## config.mk

```make
export PLATFORM = sky130hd
export DESIGN_NAME = share_alloc_flat
export DESIGN_NICKNAME = d
export VERILOG_FILES = /design/src/rtl/share_alloc_if.sv /design/src/rtl/share_alloc.sv /design/src/flat_wrapper.sv
export SDC_FILE = /design/constraint.sdc
export NUM_CORES = 2
export LEC_CHECK = 0
export ABC_CLOCK_PERIOD_IN_PS = 32299
export CAP_MARGIN = 20
export CORE_MARGIN = 2
export CORE_UTILIZATION = 30
export CTS_BUF_LIST = sky130_fd_sc_hd__clkbuf_8
export DETAILED_ROUTE_END_ITERATION = 8
export MAX_ROUTING_LAYER = met4
export PLACE_DENSITY = 0.42
export SYNTH_ARGS = -nofsm -noshare
export SYNTH_HDL_FRONTEND = slang
export SYNTH_SLANG_ARGS = --single-unit
```

## constraint.sdc

```tcl
create_clock -name clk -period 32.3 [get_ports clk]
set_input_delay 4.845 -clock clk [delete_from_list [all_inputs] [get_ports clk]]
set_output_delay 4.845 -clock clk [all_outputs]
set_load 0.05 [all_outputs]
```

## src/rtl/share_alloc_if.sv

```systemverilog
// ============================================================================
// share_alloc_if : request/result bundle between the allocator and its user.
// Rev 1.0 - initial release
// ============================================================================
`default_nettype none

interface share_alloc_if #(
  parameter int N = 3
);
  logic              start;
  logic [32*N-1:0]   w_flat;
  logic [31:0]       den;
  logic [31:0]       i_total;
  logic              busy;
  logic              share_valid;
  logic [3:0]        share_idx;
  logic [31:0]       share_out;
  logic              sat;
  logic              done;
  logic              err_den0;

  modport master (
    output start, w_flat, den, i_total,
    input  busy, share_valid, share_idx, share_out, sat, done, err_den0
  );

  modport slave (
    input  start, w_flat, den, i_total,
    output busy, share_valid, share_idx, share_out, sat, done, err_den0
  );
endinterface

`default_nettype wire

```

## src/rtl/share_alloc.sv

```systemverilog
// ============================================================================
// share_alloc : sequential per-cell current split, share = floor(total*w/den).
// Rev 1.0 - initial release
// ============================================================================
`default_nettype none

module share_alloc #(
  parameter int N = 3
) (
  input  wire logic         clk,
  input  wire logic         rst,
  share_alloc_if.slave      bus
);

  localparam logic [3:0] c_LAST = 4'(N - 1);

  typedef enum logic [2:0] {
    S_IDLE = 3'd0,
    S_MUL  = 3'd1,
    S_DIV  = 3'd2,
    S_OUT  = 3'd3,
    S_FIN  = 3'd4
  } state_t;

  state_t          r_state;
  state_t          w_state_nxt;

  logic [32*N-1:0] r_w;
  logic [31:0]     r_den;
  logic [31:0]     r_tot;
  logic [3:0]      r_cell;
  logic [31:0]     r_rem;
  logic [31:0]     r_plo;
  logic [31:0]     r_quot;
  logic [4:0]      r_step;
  logic            r_sat_pend;

  logic            r_busy;
  logic            r_valid;
  logic [3:0]      r_idx;
  logic [31:0]     r_share;
  logic            r_sat;
  logic            r_done;
  logic            r_err;

  logic [31:0]     w_wsel;
  logic [63:0]     w_prod;
  logic            w_den0;
  logic            w_ovf;
  logic            w_last;
  logic [32:0]     w_trial;
  logic            w_ge;
  logic [31:0]     w_diff;
  logic [31:0]     w_rem_nxt;

  always_comb begin
    w_wsel = '0;
    for (int i = 0; i < N; i++) begin
      if (r_cell == 4'(i)) w_wsel = r_w[32*i +: 32];
    end
  end

  assign w_prod    = {32'd0, r_tot} * {32'd0, w_wsel};
  assign w_den0    = (r_den == 32'd0);
  // High half >= den means the quotient cannot fit in 32 bits.
  assign w_ovf     = (w_prod[63:32] >= r_den);
  assign w_last    = (r_cell == c_LAST);

  assign w_trial   = {r_rem, r_plo[31]};
  assign w_ge      = (w_trial >= {1'b0, r_den});
  assign w_diff    = 32'(w_trial - {1'b0, r_den});
  assign w_rem_nxt = w_ge ? w_diff : w_trial[31:0];

  always_ff @(posedge clk or posedge rst) begin
    if (rst) r_state <= S_IDLE;
    else     r_state <= w_state_nxt;
  end

  always_comb begin
    w_state_nxt = r_state;
    case (r_state)
      S_IDLE: if (bus.start) w_state_nxt = S_MUL;
      S_MUL:  w_state_nxt = (w_den0 || w_ovf) ? S_OUT : S_DIV;
      S_DIV:  if (r_step == 5'd31) w_state_nxt = S_OUT;
      S_OUT:  w_state_nxt = w_last ? S_FIN : S_MUL;
      S_FIN:  w_state_nxt = S_IDLE;
      default: w_state_nxt = S_IDLE;
    endcase
  end

  always_ff @(posedge clk or posedge rst) begin
    if (rst) begin
      r_w        <= '0;
      r_den      <= '0;
      r_tot      <= '0;
      r_cell     <= '0;
      r_rem      <= '0;
      r_plo      <= '0;
      r_quot     <= '0;
      r_step     <= '0;
      r_sat_pend <= 1'b0;
      r_busy     <= 1'b0;
      r_valid    <= 1'b0;
      r_idx      <= '0;
      r_share    <= '0;
      r_sat      <= 1'b0;
      r_done     <= 1'b0;
      r_err      <= 1'b0;
    end else begin
      r_busy  <= (r_state != S_IDLE);
      r_valid <= 1'b0;
      r_done  <= 1'b0;
      case (r_state)
        S_IDLE: begin
          if (bus.start) begin
            r_w    <= bus.w_flat;
            r_den  <= bus.den;
            r_tot  <= bus.i_total;
            r_cell <= '0;
            r_err  <= (bus.den == 32'd0);
          end
        end
        S_MUL: begin
          r_step <= '0;
          r_rem  <= w_prod[63:32];
          r_plo  <= w_prod[31:0];
          if (w_den0) begin
            r_quot     <= '0;
            r_sat_pend <= 1'b0;
          end else if (w_ovf) begin
            r_quot     <= '1;
            r_sat_pend <= 1'b1;
          end else begin
            r_quot     <= '0;
            r_sat_pend <= 1'b0;
          end
        end
        S_DIV: begin
          r_rem  <= w_rem_nxt;
          r_plo  <= {r_plo[30:0], 1'b0};
          r_quot <= {r_quot[30:0], w_ge};
          r_step <= r_step + 5'd1;
        end
        S_OUT: begin
          r_valid <= 1'b1;
          r_idx   <= r_cell;
          r_share <= r_quot;
          r_sat   <= r_sat_pend;
          if (!w_last) r_cell <= r_cell + 4'd1;
        end
        S_FIN: r_done <= 1'b1;
        default: ;
      endcase
    end
  end

  assign bus.busy        = r_busy;
  assign bus.share_valid = r_valid;
  assign bus.share_idx   = r_idx;
  assign bus.share_out   = r_share;
  assign bus.sat         = r_sat;
  assign bus.done        = r_done;
  assign bus.err_den0    = r_err;

endmodule

`default_nettype wire

```

## src/flat_wrapper.sv

```systemverilog
// flat-port wrapper written by rule: the top's interface ports become plain ports
module share_alloc_flat 
#(
  parameter int N = 3
)
  (clk, rst, bus_start, bus_w_flat, bus_den, bus_i_total, bus_busy, bus_share_valid, bus_share_idx, bus_share_out, bus_sat, bus_done, bus_err_den0);
  share_alloc_if #(.N(N)) bus_i ();
  input  wire logic clk;
  input  wire logic rst;
  input wire logic [$bits(bus_i.start)-1:0] bus_start;
  input wire logic [$bits(bus_i.w_flat)-1:0] bus_w_flat;
  input wire logic [$bits(bus_i.den)-1:0] bus_den;
  input wire logic [$bits(bus_i.i_total)-1:0] bus_i_total;
  output wire logic [$bits(bus_i.busy)-1:0] bus_busy;
  output wire logic [$bits(bus_i.share_valid)-1:0] bus_share_valid;
  output wire logic [$bits(bus_i.share_idx)-1:0] bus_share_idx;
  output wire logic [$bits(bus_i.share_out)-1:0] bus_share_out;
  output wire logic [$bits(bus_i.sat)-1:0] bus_sat;
  output wire logic [$bits(bus_i.done)-1:0] bus_done;
  output wire logic [$bits(bus_i.err_den0)-1:0] bus_err_den0;
  assign bus_i.start = bus_start;
  assign bus_i.w_flat = bus_w_flat;
  assign bus_i.den = bus_den;
  assign bus_i.i_total = bus_i_total;
  assign bus_busy = bus_i.busy;
  assign bus_share_valid = bus_i.share_valid;
  assign bus_share_idx = bus_i.share_idx;
  assign bus_share_out = bus_i.share_out;
  assign bus_sat = bus_i.sat;
  assign bus_done = bus_i.done;
  assign bus_err_den0 = bus_i.err_den0;
  share_alloc #(.N(N)) u_core (.clk(clk), .rst(rst), .bus(bus_i));
endmodule
```

# After elaboration in Yosys (flattened, before gate mapping)
# Cells that the tools add are included.
dict set report op_classes {
  n_addsub 3
  n_mul 1
  n_div 0
  n_lt_le_gt_ge 2
  n_eq_ne 10
  n_shift 0
  muxes 22
  bitwise 0
  reduce_logical 11
}
# cell n
set ops {}
lappend ops {{32-bit 2-to-1 mux} 6}
lappend ops {{32-bit one-hot mux with 2 select lines} 3}
lappend ops {{32-bit logical NOT} 2}
lappend ops {{32-bit by 32-bit multiplier with 64-bit output} 1}
lappend ops {{33-bit by 32-bit >= comparator with 1-bit output} 1}
lappend ops {{32-bit >= comparator} 1}
lappend ops {{32-bit subtractor} 1}
lappend ops {{3-bit one-hot mux with 4 select lines} 1}
lappend ops {{5-bit one-hot mux with 2 select lines} 1}
lappend ops {{3-bit 2-to-1 mux} 3}
lappend ops {{4-bit 2-to-1 mux} 2}
lappend ops {{4-bit one-hot mux with 2 select lines} 1}
lappend ops {{3-bit by 2-bit equality test with 1-bit output, second input constant} 2}
lappend ops {{5-bit by 1-bit adder with 5-bit output, second input constant} 1}
lappend ops {{5-bit equality test, second input constant} 1}
lappend ops {{1-bit 2-to-1 mux} 5}
lappend ops {{4-bit by 1-bit adder with 4-bit output, second input constant} 1}
lappend ops {{4-bit by 1-bit equality test with 1-bit output, second input constant} 1}
lappend ops {{4-bit by 2-bit equality test with 1-bit output, second input constant} 1}
lappend ops {{4-bit logical NOT} 1}
lappend ops {{2-bit != test, second input constant} 2}
lappend ops {{2-bit AND reduction} 2}
lappend ops {{2-bit nonzero test} 2}
lappend ops {{3-bit by 1-bit equality test with 1-bit output, second input constant} 1}
lappend ops {{other kinds (6)} 6}
dict set report word_totals {
  regBits 310
  latchBits 0
  ramBits 0
  rom_bits 0
  input_bits 163
  output_inout_bits 41
  wordCells 66
  memories 0
}

# Logic depth before layout (Yosys ltp)
dict set report logic_depth {
  depth_word 9
  ltp_mapped 45
  ltp_nobuf 40
}

# Worst setup path before layout
# Ideal clock, no wire load.
dict set report synth_path {
  path_type {register -> register}
  start {register u_core.r_cell[1]}
  end {register u_core.r_quot[1]}
  t_arrival_ns 10.886
  t_required_ns 32.234
  path_slack_ns 21.347
  path_stages_with_launch 40
  path_buffers 4
  cell_sequence {dfrtp_1 inv_1 ha_1 nor4b_1 clkbuf_1 a22oi_1 o21ai_0 clkbuf_1 and2_1 fa_1 fa_1 inv_1 fa_1 fa_1 inv_1 fa_1 fa_1 fa_1 [4 not listed] clkbuf_1 nand4_1 or3_1 or4_1 a211o_1 a211o_1 a221o_1 xor2_1 ha_1 nand4_1 nor2_1 o2111ai_1 o21ai_0 a311oi_1 o31ai_1 nor3b_1 clkbuf_1 a221o_1}
}
dict set report synth_between {
  elab_chain_len 9
  word_cells_on_any_way 11
}
# element line_no
set synth_rtl {}
lappend synth_rtl {{start: declaration} share_alloc.sv:31} ;# logic [3:0] r_cell;
lappend synth_rtl {{start signal: assignment} share_alloc.sv:149} ;# if (!w_last) r_cell <= r_cell + 4'd1;
lappend synth_rtl {{4-bit logical NOT} share_alloc.sv:59} ;# if (r_cell == 4'(i)) w_wsel = r_w[32*i +: 32];
lappend synth_rtl {{32-bit 2-to-1 mux (2 in a row)} share_alloc.sv:59}
lappend synth_rtl {{32-bit 2-to-1 mux (*)} share_alloc.sv:59}
lappend synth_rtl {{32-bit by 32-bit multiplier with 64-bit output (*)} share_alloc.sv:63} ;# assign w_prod = {32'd0, r_tot} * {32'd0, w_wsel};
lappend synth_rtl {{32-bit >= comparator (*)} share_alloc.sv:66} ;# assign w_ovf = (w_prod[63:32] >= r_den);
lappend synth_rtl {{32-bit 2-to-1 mux (*)} share_alloc.sv:130} ;# end else if (w_ovf) begin
lappend synth_rtl {{32-bit 2-to-1 mux (*)} share_alloc.sv:127} ;# if (w_den0) begin
lappend synth_rtl {{32-bit one-hot mux with 2 select lines (*)} share_alloc.sv:113} ;# case (r_state)
lappend synth_rtl {{end signal: assignment} share_alloc.sv:141} ;# r_quot <= {r_quot[30:0], w_ge};
lappend synth_rtl {{end: declaration} share_alloc.sv:34} ;# logic [31:0] r_quot;
# Mark *: on every way between the ends. The rest lies on a longest branch, timed or not.
# A chain may end at the register's enable or synchronous reset.

# Worst setup path in the final report
dict set report layout_path {
  start {register u_core.r_cell[1]}
  end {register u_core.r_quot[7]}
}
# Same word-level chain as after synthesis.

==> impl_metrics.yaml <==
synthesis:
  synthFlopType: "dfrtp_1"
  syn_inst: 5407
  yosysTopAreaCellShare_pct: 36.9
  postSynth.asyncResetShare_pct: 100
  avgSynthCellArea_um2: 8.99
  synth_seq_cells: 310
  synth_common_cells: "nand2_1 (1112), inv_1 (913), fa_1 (897)"
  synth_fp_nets: 6800
  ys_top_cells_by_area: "fa_1 (37%), dfrtp_1 (16%), nand2_1 (8.6%), ha_1 (8.6%), inv_1 (7.1%)"
  yosys_warnings: 0
  synth.distinct_cells: 73
  yosysTopAreaCell: "fa_1"
  syn_area_um2: 48600
  synth_edf_count: 0
  yosys.cell_count.top_type: "nand2_1"
  synth-seq-area-share_pct: 16.0
clock_network:
  numClockSinks: 310
  hold_buffers: 0
  cts_resized: 0
  h-tree-depth: 2
  postCtsSetupRepairBufs: 0
  clockBufferDepth: 3
  clk_pin_slew_ns: 0.06
  tritoncts: "built"
  numCtsBuffers: 58
  cts_root_buffer: "clkbuf_8"
  clock_latency_ns: 0.77
route:
  first_iter_violations: 1834
  via_per_inst: 4.74
  dr.pass1.iters: 5
  drc: 0
  vias: 36200
  drt.antenna.violating_nets: 0
  wl_per_cell_um: 20.0
  routed_wl_um: 153000
place:
  gp_congestion: 0.894
  post-dp-hpwl_um: 118000
  port-buffer-count: 203
critical_path:
  cp.depth: 38
  ff2ff_path_depth: 38
  crit_path_end_kind: "register"
  arrival_ns: 12.79
  critPathKind: "register to register"
  worstPathRequired_ns: 32.92
  slowest_delay_ns: 0.65
  critical_path.max_fanout: 33
  crit_slowest_cell: "o31ai_1"
  cp-start-kind: "register"
  crit_top_cell: "fa_1"
  crit_family: "adder cells"
  cp_num_buf_inv: 6
hold_path:
  hp-class: "register to register"
  hold_depth: 2
global_routing:
  grt-ovfl-total: 0
  grt_first_pass_wirelength_um: 243000
  grt_start_max_net_pins: 98
  met3_usage_pct: 1.80
  grt_util_all_layers_pct: 19.6
  grtUsageMet1_pct: 25.5
  grt_pass1_vias: 40100
  use_met2_pct: 33.6
  antenna_found_initial: 4
  globalRoute.busiestLayer: "met2"
final_layout:
  syn_to_final_growth_pct: 11.5
  drive_above_1_share_pct: 4.17
  fillers: 17000
  layout.nets: 6820
timing:
  hold_violations: 0
  max_freq_mhz: 82.2
  tightest_slew_ns: 1.03
  fin_crit_sh_pct: 37.7
  drv_slew: 0
  period_minus_slack_ns: 12.17
  finClkSkew_ns: 0.0622
  finalSetupViolations: 0
  setup_tns_ns: 0
  slew_headroom_pct: 31.0
  rsz0062_at_grt: "false"
floorplanning:
  rows: 147
  initial_core_util_pct: 30.2
  die_y_um: 407
  coreArea_um2: 161000
  die_x_um: 407
  die-area_um2: 165000
  io_pins: 204
job:
  max-cap-violations: 0
outcome:
  status: "complete, no violations"
[layout by cell type (no fill, tap or decap), drive strengths merged, types with 76 or more instances in the layout]
| master | n |
|---|---|
| a21oi | 118 |
| buf | 76 |
| dfrtp | 310 |
| fa | 897 |
| o21ai | 165 |
| ha | 333 |
| inv | 936 |
| and2 | 509 |
| clkdlybuf4s50 | 203 |
| nand2 | 1113 |
[layout make-up]
type                            instances  area (um^2)  share of cell area (%)
Clock buffer                           72          991                    1.83
Timing Repair Buffer                  279         2600                    4.80
Sequential cell                       310         7770                    14.3
Antenna cell                            7         17.5                  0.0323
Inverter                              915         3440                    6.35
Multi-Input combinational cell       3863        36400                    67.2
Clock inverter                         32          267                   0.492
Tap cell                             2160         2700                    4.99
[state kept, by name, summed over array words and instances, names as in the netlist]
register	flops
u_core.r_w	96
u_core.bus.share_valid	1
u_core.r_plo	32
u_core.r_step	5
u_core.bus.done	1
u_core.r_cell	4
u_core.bus.share_out	32
u_core.bus.err_den0	1
u_core.r_rem	32
u_core.r_state	3
u_core.bus.busy	1
u_core.r_quot	32
u_core.r_sat_pend	1
u_core.bus.sat	1
u_core.bus.share_idx	4
u_core.r_den	32
u_core.r_tot	32
[stage by stage]
| step | area (um^2) | worst slack [ns] | std cells | hold WS (ns) | utilization (%) |
|---|---|---|---|---|---|
| 3_3_place_gp | 52900 | 20.29 | 7526 | 0.458 | 32.9 |
| 2_1_floorplan | 48600 | 18.88 | 5407 | 0.439 | - |
| 3_5_place_dp | 52900 | 20.22 | 7527 | 0.461 | 32.9 |
| 6_report | 54200 | 20.13 | 7638 | 0.470 | 33.7 |
| 4_1_cts | 54200 | 20.15 | 7631 | 0.471 | 33.7 |
| 5_1_grt | 54200 | 19.38 | 7635 | 0.495 | 33.7 |
[path summary, 6_finish.rpt]
path / start / endpoint / slack, ns
worst max-delay path: u_core.r_cell[1] / u_core.r_quot[7] / 20.13
worst min-delay path: u_core.r_quot[31] / u_core.bus.share_out[31] / 0.47
worst max register to register: u_core.r_cell[1] / u_core.r_quot[7] / 20.13
worst min register to register: u_core.r_quot[31] / u_core.bus.share_out[31] / 0.47
max in group asynchronous: rst / u_core.r_tot[13] / 25.78
min in group asynchronous: rst / u_core.bus.share_out[10] / 4.61
[logic make-up after synthesis]
| group | Yosys count | share of synthesized area [%] |
|---|---|---|
| compound gates | 600 | 8.24 |
| xor+xnor | 92 | 1.66 |
| flops | 310 | 16.0 |
| mux | 20 | 0.425 |
| buf+inv | 1234 | 9.56 |
| simple gates | 1921 | 18.6 |
| fa+ha+maj | 1230 | 45.5 |
[worst min-delay path: stages (launching register included)]
cell	delay [ns]
dfrtp_1	0.34
nand2_1	0.05
nand2_1	0.05
[metal layers]
layer,up-vias,part of all wire [%]
li1,16600,-
met1,18800,45
met2,587,50
met3,135,3.0
met4,0,1.7
met5,-,0
Power is not shown: default switching activity piles up to over one toggle a cycle in this logic, so the estimate is an artifact.
